==> config.mk <==
export PLATFORM = sky130hd
export DESIGN_NAME = adc_cnv_seq
export DESIGN_NICKNAME = d
export VERILOG_FILES = /design/src/rtl/adc_seq_pkg.sv /design/src/rtl/adc_acc_ch.sv /design/src/rtl/adc_cnv_seq.sv
export SDC_FILE = /design/constraint.sdc
export NUM_CORES = 2
export LEC_CHECK = 0
export BUFFER_PORTS_ARGS = -buffer_cell sky130_fd_sc_hd__buf_4
export CORE_ASPECT_RATIO = 1.1
export CORE_MARGIN = 3
export CORE_UTILIZATION = 45
export CTS_BUF_LIST = sky130_fd_sc_hd__clkbuf_4
export CTS_CLUSTER_DIAMETER = 30
export DETAILED_ROUTE_END_ITERATION = 10
export PLACE_DENSITY_LB_ADDON = 0.3
export SLEW_MARGIN = 20
export SYNTH_ARGS = -nofsm -noshare
export SYNTH_HDL_FRONTEND = slang
export SYNTH_SLANG_ARGS = --single-unit
==> constraint.sdc <==
create_clock -name i_clk -period 29.8 [get_ports i_clk]
set_clock_uncertainty 0.2 [all_clocks]
set_input_delay 5.96 -clock i_clk [delete_from_list [all_inputs] [get_ports i_clk]]
set_output_delay 5.96 -clock i_clk [all_outputs]
set_load 0.005 [all_outputs]
==> src/rtl/adc_seq_pkg.sv <==
// Shared state encoding and sizing helpers for the ADC conversion sequencer.
package adc_seq_pkg;

  typedef enum logic [3:0] {
    ST_IDLE = 4'd0,
    ST_CNV  = 4'd1,
    ST_BUSY = 4'd2,
    ST_SPI  = 4'd3,
    ST_ACC  = 4'd4,
    ST_WAIT = 4'd5
  } state_t;

  localparam int STATE_W = 4;

  function automatic logic [STATE_W-1:0] state_code(input state_t s);
    return s;
  endfunction

  // Headroom for 2^max_osr summed samples without overflow.
  function automatic int acc_width(input int dw, input int max_osr);
    return dw + max_osr;
  endfunction

endpackage

==> src/rtl/adc_acc_ch.sv <==
// One channel of the oversampling averager: sign-extend, accumulate, and
// emit the block sum arithmetically shifted right by the oversampling exponent.
module adc_acc_ch
  import adc_seq_pkg::*;
#(
  parameter int DW           = 24,
  parameter int MAX_OSR_LOG2 = 4,
  parameter int OW           = $clog2(MAX_OSR_LOG2 + 1)
) (
  input  logic          i_clk,
  input  logic          i_rst,
  input  logic          i_clr,
  input  logic          i_add,
  input  logic          i_last,
  input  logic [OW-1:0] i_osr,
  input  logic [DW-1:0] i_sample,
  output logic [DW-1:0] o_avg
);

  localparam int AW = acc_width(DW, MAX_OSR_LOG2);

  logic signed [AW-1:0] r_acc;
  logic        [DW-1:0] r_avg;
  logic signed [AW-1:0] w_sum;
  logic signed [AW-1:0] w_shift;

  // Running sum including the current sample, and its averaged form
  always_comb begin
    w_sum   = r_acc + AW'($signed(i_sample));
    w_shift = w_sum >>> i_osr;
  end

  // Accumulator and averaged-output registers
  always_ff @(posedge i_clk or posedge i_rst) begin
    if (i_rst) begin
      r_acc <= '0;
      r_avg <= '0;
    end else if (i_add && i_last) begin
      r_acc <= '0;
      r_avg <= w_shift[DW-1:0];
    end else if (i_add) begin
      r_acc <= w_sum;
    end else if (i_clr) begin
      r_acc <= '0;
    end
  end

  assign o_avg = r_avg;

endmodule

==> src/rtl/adc_cnv_seq.sv <==
// ADC conversion sequencer: CNV strobe, BUSY wait with timeout, SPI readout
// and per-channel oversampling average, one averaged set per block.
module adc_cnv_seq
  import adc_seq_pkg::*;
#(
  parameter int CH           = 8,
  parameter int DW           = 24,
  parameter int MAX_OSR_LOG2 = 4,
  parameter int CNV_PW       = 4,
  parameter int BUSY_TO      = 1000
) (
  input  logic                               i_clk,
  input  logic                               i_rst,
  input  logic                               i_en,
  input  logic [31:0]                        i_cyc_t,
  input  logic [$clog2(MAX_OSR_LOG2+1)-1:0]  i_osr_log2,
  input  logic                               i_adc_busy,
  output logic                               o_adc_cnv,
  output logic                               o_adc_spi_start,
  input  logic                               i_adc_spi_done,
  input  logic [CH*DW-1:0]                   i_adc_data,
  output logic [CH*DW-1:0]                   o_data,
  output logic                               o_data_valid,
  output logic [31:0]                        o_sample_cnt,
  output logic                               o_timeout,
  output logic                               o_overrun,
  input  logic                               i_clr_flags,
  output logic [3:0]                         o_state
);

  localparam int OW = $clog2(MAX_OSR_LOG2 + 1);
  localparam int BW = MAX_OSR_LOG2 + 1;
  localparam int TW = $clog2(BUSY_TO + 1);
  localparam int PW = $clog2(CNV_PW + 1);

  state_t           r_state;
  state_t           w_next;
  logic [PW-1:0]    r_cnv_cnt;
  logic [TW-1:0]    r_to_cnt;
  logic [31:0]      r_per;
  logic             r_wait_first;
  logic [BW-1:0]    r_blk;
  logic [OW-1:0]    r_osr;
  logic [CH*DW-1:0] r_raw;
  logic             r_cnv;
  logic             r_spi_start;
  logic             r_valid;
  logic [31:0]      r_cnt;
  logic             r_timeout;
  logic             r_overrun;
  logic [3:0]       r_state_o;

  logic [OW-1:0]    w_osr_clamp;
  logic [31:0]      w_thr;
  logic [BW-1:0]    w_blk_inc;
  logic             w_last;
  logic             w_to_evt;
  logic             w_ovr_evt;
  logic             w_acc_clr;
  logic             w_acc_add;
  logic [CH*DW-1:0] w_avg;

  assign w_osr_clamp = (i_osr_log2 > OW'(MAX_OSR_LOG2)) ? OW'(MAX_OSR_LOG2) : i_osr_log2;
  // A zero period behaves like a period of one cycle.
  assign w_thr       = (i_cyc_t == 32'd0) ? 32'd0 : (i_cyc_t - 32'd1);
  assign w_blk_inc   = r_blk + BW'(1);
  assign w_last      = (w_blk_inc == (BW'(1) << r_osr));
  assign w_acc_clr   = (r_state == ST_IDLE) && i_en;
  assign w_acc_add   = (r_state == ST_ACC);
  assign w_to_evt    = (r_state == ST_BUSY) && i_adc_busy && (r_to_cnt == TW'(BUSY_TO - 1));
  assign w_ovr_evt   = (r_state == ST_WAIT) && r_wait_first && i_en && (r_per >= w_thr);

  // Next-state decision
  always_comb begin
    w_next = r_state;
    case (r_state)
      ST_IDLE: if (i_en) w_next = ST_CNV; else w_next = ST_IDLE;
      ST_CNV:  if (r_cnv_cnt == PW'(CNV_PW - 1)) w_next = ST_BUSY; else w_next = ST_CNV;
      ST_BUSY: begin
        if (!i_adc_busy)   w_next = ST_SPI;
        else if (w_to_evt) w_next = ST_WAIT;
        else               w_next = ST_BUSY;
      end
      ST_SPI:  if (i_adc_spi_done) w_next = ST_ACC; else w_next = ST_SPI;
      ST_ACC:  w_next = ST_WAIT;
      ST_WAIT: begin
        if (!i_en)               w_next = ST_IDLE;
        else if (r_per >= w_thr) w_next = ST_CNV;
        else                     w_next = ST_WAIT;
      end
      default: w_next = ST_IDLE;
    endcase
  end

  // State register
  always_ff @(posedge i_clk or posedge i_rst) begin
    if (i_rst) r_state <= ST_IDLE;
    else       r_state <= w_next;
  end

  // CNV width, BUSY timeout and period counters; period restarts on CNV entry
  always_ff @(posedge i_clk or posedge i_rst) begin
    if (i_rst) begin
      r_cnv_cnt    <= '0;
      r_to_cnt     <= '0;
      r_per        <= '0;
      r_wait_first <= 1'b0;
    end else begin
      r_cnv_cnt    <= (r_state == ST_CNV)  ? r_cnv_cnt + PW'(1) : '0;
      r_to_cnt     <= (r_state == ST_BUSY) ? r_to_cnt + TW'(1)  : '0;
      r_wait_first <= (w_next == ST_WAIT) && (r_state != ST_WAIT);
      if ((w_next == ST_CNV) && (r_state != ST_CNV)) r_per <= '0;
      else if (r_per != 32'hFFFF_FFFF)               r_per <= r_per + 32'd1;
      else                                           r_per <= r_per;
    end
  end

  // Block bookkeeping: oversampling exponent, block counter, captured samples
  always_ff @(posedge i_clk or posedge i_rst) begin
    if (i_rst) begin
      r_osr <= '0;
      r_blk <= '0;
      r_raw <= '0;
    end else begin
      if (w_acc_clr || (w_acc_add && w_last)) begin
        r_osr <= w_osr_clamp;
        r_blk <= '0;
      end else if (w_acc_add) begin
        r_blk <= w_blk_inc;
      end
      if ((r_state == ST_SPI) && i_adc_spi_done) r_raw <= i_adc_data;
    end
  end

  for (genvar g = 0; g < CH; g++) begin : g_ch
    adc_acc_ch #(
      .DW           (DW),
      .MAX_OSR_LOG2 (MAX_OSR_LOG2),
      .OW           (OW)
    ) u_acc (
      .i_clk    (i_clk),
      .i_rst    (i_rst),
      .i_clr    (w_acc_clr),
      .i_add    (w_acc_add),
      .i_last   (w_last),
      .i_osr    (r_osr),
      .i_sample (r_raw[g*DW +: DW]),
      .o_avg    (w_avg[g*DW +: DW])
    );
  end

  // Registered strobes, counters and sticky flags (a new event beats a clear)
  always_ff @(posedge i_clk or posedge i_rst) begin
    if (i_rst) begin
      r_cnv       <= 1'b0;
      r_spi_start <= 1'b0;
      r_valid     <= 1'b0;
      r_cnt       <= '0;
      r_timeout   <= 1'b0;
      r_overrun   <= 1'b0;
      r_state_o   <= '0;
    end else begin
      r_cnv       <= (w_next == ST_CNV);
      r_spi_start <= (r_state == ST_BUSY) && (w_next == ST_SPI);
      r_valid     <= w_acc_add && w_last;
      r_state_o   <= state_code(w_next);
      if (w_acc_add && w_last) r_cnt <= r_cnt + 32'd1;
      r_timeout   <= w_to_evt  ? 1'b1 : (i_clr_flags ? 1'b0 : r_timeout);
      r_overrun   <= w_ovr_evt ? 1'b1 : (i_clr_flags ? 1'b0 : r_overrun);
    end
  end

  assign o_adc_cnv       = r_cnv;
  assign o_adc_spi_start = r_spi_start;
  assign o_data          = w_avg;
  assign o_data_valid    = r_valid;
  assign o_sample_cnt    = r_cnt;
  assign o_timeout       = r_timeout;
  assign o_overrun       = r_overrun;
  assign o_state         = r_state_o;

endmodule
After elaboration in Yosys (flattened, before gate mapping) --
Index checks and enable logic that the tools add are counted.
Cells by class: add/subtract/negate cells 14, reduce and logical (&&, ||, !) cells 19, shifts and indexed selects 9, mux-type cells 36, $lt $le $gt $ge 2, equality and inequality tests 14
Operators with widths (number):
- $mux W28 | 17
- $add A28 B24 Y28 | 8
- $sshr A28 B3 Y24 | 8
- $mux W32 | 3
- $add A32 B1 Y32 const B | 2
- $ge A32 B32 Y1 | 1
- $logic_not A32 Y1 | 1
- $ne A32 B32 Y1 const B | 1
- $sub A32 B1 Y32 const B | 1
- $pmux W4 S6 | 1
- $mux W3 | 7
- $eq A4 B2 Y1 const B | 3
- $eq A4 B3 Y1 const B | 3
- $logic_and A1 B1 Y1 | 11
- $add A10 B1 Y10 const B | 1
- $eq A10 B10 Y1 const B | 1
- $mux W10 | 1
- $mux W5 | 2
- $eq A4 B1 Y1 const B | 2
- $reduce_bool A2 Y1 | 4
- $add A5 B1 Y5 const B | 1
- $eq A5 B5 Y1 | 1
- $shl A1 B3 Y5 const A | 1
- $logic_not A4 Y1 | 1
- other kinds (9) | 12
Storage, ports and cells: logic and storage cells 124, output and inout port bits 233, flip-flop bits (word level) 703, bits of input ports 233

Depth between registers and ports, before layout --
depth in word-level cells 9, mapped depth 20

By module --
A second synthesis with hierarchy kept.
Unflattened totals: cells, all modules 5311, area total of the unflattened synthesis 49971.7 um^2
By module, submodules not included:
- adc_acc_ch (g_ch[1].u_acc ...) | sequential area each 1301.2 um^2, cells an instance 540, instances 5, area each 4670.7 um^2
- adc_cnv_seq | sequential area each 7156.9 um^2, cells an instance 1104, instances 1, area each 13312.8 um^2
- adc_acc_ch (g_ch[7].u_acc) | sequential area each 1301.2 um^2, cells an instance 528, instances 1, area each 4618.2 um^2
- adc_acc_ch (g_ch[6].u_acc) | sequential area each 1301.2 um^2, cells an instance 492, instances 1, area each 4354.2 um^2
- adc_acc_ch (g_ch[0].u_acc) | sequential area each 1301.2 um^2, cells an instance 487, instances 1, area each 4332.9 um^2

Least setup slack after synthesis --
No wires, ideal clock.
path kind input-to-reg, start input port i_cyc_t[5], end register r_overrun, in the netlist o_overrun, data arrival time 9916 ps, required time 29478 ps, library setup time 122 ps, cell stages on the path 19, slack 19562 ps, cells stage by stage or4_1 nor3_1 nand2_1 nor2_1 nand2_1 or2_2 nor2_1 xor2_1 nand2_1 ha_1 a21o_1 a21oi_1 nor2b_1 o21ai_0 nand2b_1 a2111oi_0 a21oi_1 or4_1 a32o_1
Between the ends: cells in the longest elaborated chain, start to end 5
RTL lines:
- from (decl) | RTL line adc_cnv_seq.sv:15 | input logic [31:0] i_cyc_t,
- $sub A32 B1 Y32 or $logic_not A32 Y1 (tied branches) | RTL line adc_cnv_seq.sv:65 | assign w_thr = (i_cyc_t == 32'd0) ? 32'd0 : (i_cyc_t - 32'd1);
- $mux W32 (*) | RTL line adc_cnv_seq.sv:65
- $ge A32 B32 Y1 (*) | RTL line adc_cnv_seq.sv:71 | assign w_ovr_evt = (r_state == ST_WAIT) && r_wait_first && i_en && (r_per >= w_thr);
- $logic_and A1 B1 Y1 (*) | RTL line adc_cnv_seq.sv:71
- $mux W1 or $reduce_bool A2 Y1 (tied branches)
- to (signal assigned) | RTL line adc_cnv_seq.sv:169 | r_overrun <= w_ovr_evt ? 1'b1 : (i_clr_flags ? 1'b0 : r_overrun);
- to (decl) | RTL line adc_cnv_seq.sv:50 | logic r_overrun;
Every way passes the cells marked *; elsewhere a longest branch is shown, timed or not. A chain may end at the register's enable or synchronous reset.

Final worst setup path --
Ends and elaborated chain as after synthesis.

==> key figures <==
Routing
  – Post-DRT Antenna Nets: 0
  – Vias: 42.8k
  – Pre-antenna DRT Iters: 5
  – Vias per cell: 6.11
  – Wire per inst: 22.9 um
  – Post-Route WL: 160000 um
  – Initial detailed-routing violation count: 3475
  – DRC: 0

Synth
  – Area leader, netlist: dfrtp_1
  – Post-Syn Area: 47700 um^2
  – Ys async rst share: 1.00
  – Synth top area share: 0.369
  – Post-synth EDFFs: 0
  – Register area share after synthesis: 0.369
  – YS warnings: 0
  – Count of different cell masters after synthesis: 97
  – FF+latch count, synth: 702
  – Syn_nets: 5549
  – Top_reg_cell synth: dfrtp_1
  – Mapped Cells: 5052
  – Avg Cell Area, Syn: 9.43 um^2
  – Synth top area cells: dfrtp_1 (37%), ha_1 (6.7%), mux2_2 (5.3%), nand2_1 (4.2%), mux4_2 (3.8%)

Critical path
  – CP endpoint kind: register
  – Required @ worst endpoint: 30.60 ns
  – CP arrival: 10.69 ns
  – Worst reg2reg path depth: 11
  – Crit path largest cell delay: 0.58 ns
  – RR Endpoint: g_ch[4].u_acc.o_avg[21]
  – CP Cell Sequence: buf_4, or4_1, nor3_1, nand2_1, nor2_1, nand2_1, or2_2, nor2_1, xor2_1, nand2_1, ha_1, a21o_1, a21oi_1, nor2b_1, o21ai_0, nand2b_1, a2111oi_0, a21oi_1, or4_1, a32o_1
  – Setup crit start: i_cyc_t[5]
  – Crit path capture: o_overrun
  – Slowest CP cell: or4_1
  – CP max FO: 5
  – CP dominant cell by count: nand2_1
  – Setup Crit Path Kind: input pin to register
  – Worst r2r src: r_osr[0]
  – Worst reg2reg setup slack: 23.82 ns
  – Buf/Inv on CP: 1
  – Critical path depth: 20
  – Dominant delay contributor by cell family on the critical path: simple AND/OR/NAND/NOR gates
  – Critical path startpoint category: input pin

Layout
  – Layout area overhead: 15.3%
  – Layout Nets: 5947
  – Fillers: 9800
  – Share of layout cells above drive strength 1: 0.215

Timing
  – Hold Fails Final Rpt: 0
  – Endpoints failing setup: 0
  – Setup TNS: 0 ns
  – Worst-Margin Slew: 1.17 ns
  – Fmax: 101 MHz
  – Final slew viol count: 0
  – RSZ-0062 raised after global routing: false
  – Crit path time final: 9.89 ns
  – Final setup margin: 19.91 ns
  – Period utilization: 0.332
  – Relative slew slack: 0.221

Clocking
  – Clock Sinks: 702
  – CTS Buf Count: 205
  – Clk Latency, worst-skew pair: 1.13 ns
  – Clk slew on worst S/H paths: 0.06 ns
  – PostCTS Resize Cnt: 0
  – CTS tree: yes
  – CTS max path bufs: 3
  – Hold buffers post-CTS: 0
  – Clk root buf: clkbuf_4
  – Postcts setup bufs: 0
  – H-tree depth: 4

Place
  – Hpwl dp: 114000 um
  – Setup Slack @ Placement: 18.47 ns
  – Final RePlAce weighted congestion: 0.938
  – IO Port Bufs: 464

Global route
  – Gr usage total: 0.285
  – Number of global-route vias before repair: 42.3k
  – Grt ovf: 0
  – Global-route track usage on met1: 0.366
  – GR met3 Demand/Resource: 0.0844
  – Met2 usage: 0.452
  – Antenna violations before repair: 10
  – First-pass GRT wire length: 246000 um
  – Gr busiest metal: met2
  – Largest net degree at the start of global routing: 203

Floorplan
  – Core Rows: 124
  – Die extent in y: 347 um
  – # IOs: 466
  – Starting Density: 0.456
  – Die area: 110000 um^2
  – DIE WIDTH: 316 um
  – Core ar.: 105000 um^2

Power and ir drop
  – Leak pwr: 0.0257 uW
  – Peak VDD IR: 0.0595 mV
  – PwrDens: 123 nW/um^2

Worst hold path
  – Hold crit path type: register to register

Run
  – Max cap viols: 0

Status
  – Outcome: complete, no violations
[worst min path at each step]
stage	start	end	slack (ns)	cells after the start
after floorplan	r_cnv_cnt[0]	r_cnv_cnt[0]	0.21	1
after global placement	r_cnv_cnt[0]	r_cnv_cnt[0]	0.22	1
after detailed placement	r_cnv_cnt[0]	r_cnv_cnt[0]	0.22	1
after CTS	r_cnv_cnt[0]	r_cnv_cnt[0]	0.23	1
after global routing	r_cnv_cnt[0]	r_cnv_cnt[0]	0.27	1
final	r_cnv_cnt[0]	r_cnv_cnt[0]	0.23	1
[where the power goes]
group	switching [uW]	total [uW]	leakage (uW)	internal, uW
clock network	454	984	0.00163	530
registers	294	1550	0.00934	1260
logic	2540	4220	0.0147	1680
total	3290	6760	0.0257	3470
[Yosys cell counts, drive strengths merged, types with 112 or more instances]
| cell | instances |
|---|---|
| a22o | 150 |
| nor3 | 112 |
| dfrtp | 702 |
| nand2 | 538 |
| ha | 256 |
| nand3 | 129 |
| xnor2 | 174 |
| xor2 | 119 |
| mux2 | 224 |
| a21o | 118 |
| clkbuf | 259 |
| o21ai | 312 |
| a21oi | 310 |
| nor2 | 331 |
[layer usage]
metal | routed length [um] | vias to the layer above
met4 | 5710 | 6
met3 | 14500 | 331
li1 | - | 19849
met2 | 73200 | 1562
met1 | 66900 | 21028
met5 | 54 | -
[flip-flops by register name (all words and copies together), names as in the netlist, 3 cells and up]
| signal | count |
|---|---|
| g_ch.u_acc.r_acc | 224 |
| g_ch.u_acc.o_avg | 192 |
| r_raw | 192 |
| o_sample_cnt | 32 |
| r_per | 32 |
| r_to_cnt | 10 |
| r_blk | 5 |
| o_state | 3 |
| r_cnv_cnt | 3 |
| r_osr | 3 |
[per-stage QoR]
stage | power [uW] | util | cell area (um^2) | std cells | hold slack (ns)
floorplan | 4560 | - | 47700 | 5052 | 0.208
global placement | 5650 | 0.499 | 52100 | 6628 | 0.224
detailed placement | 5710 | 0.499 | 52100 | 6628 | 0.225
CTS | 6740 | 0.525 | 54900 | 6990 | 0.233
global route | 7270 | 0.525 | 54900 | 6993 | 0.267
finish | 6760 | 0.526 | 55000 | 6997 | 0.232
[cell type report]
cell class                      count  area [um^2]  area share
Clock buffer                      269         2020      0.0367
Multi-Input combinational cell   3937        28600       0.520
Inverter                          102          397     0.00722
Clock inverter                     93          746      0.0136
Tap cell                         1386         1730      0.0316
Antenna cell                        6         15.0    0.000273
Timing Repair Buffer              502         3870      0.0704
Sequential cell                   702        17600       0.320
[cells in the final DEF (no fill, tap or decap), types with 35 or more instances in the layout]
cell / instances
a211oi_1: 100
a21o_1: 116
and2_1: 51
o21bai_1: 38
buf_4: 494
clkinv_2: 37
nor3_1: 112
ha_1: 256
inv_1: 97
and3_1: 53
xor2_1: 119
nand2_1: 535
xnor2_1: 174
clkinv_1: 35
nand3_1: 129
o21ai_0: 300
clkbuf_4: 269
mux2_2: 224
a31oi_1: 47
dfrtp_1: 699
nor2_1: 324
o211ai_1: 91
o221ai_1: 37
a21oi_1: 309
nand4_1: 43
mux2i_1: 88
a221o_1: 43
a22o_1: 149
mux4_2: 81
[kinds of logic after synthesis]
group,Yosys count,synth area share
simple gates,1454,0.142
flops,702,0.369
xor+xnor,293,0.0539
mux,393,0.110
other cells,1,0.0000787
fa+ha+maj,264,0.0706
compound gates,1532,0.222
buf+inv,413,0.0330
Note: power is estimated with default switching activity, not from simulation.
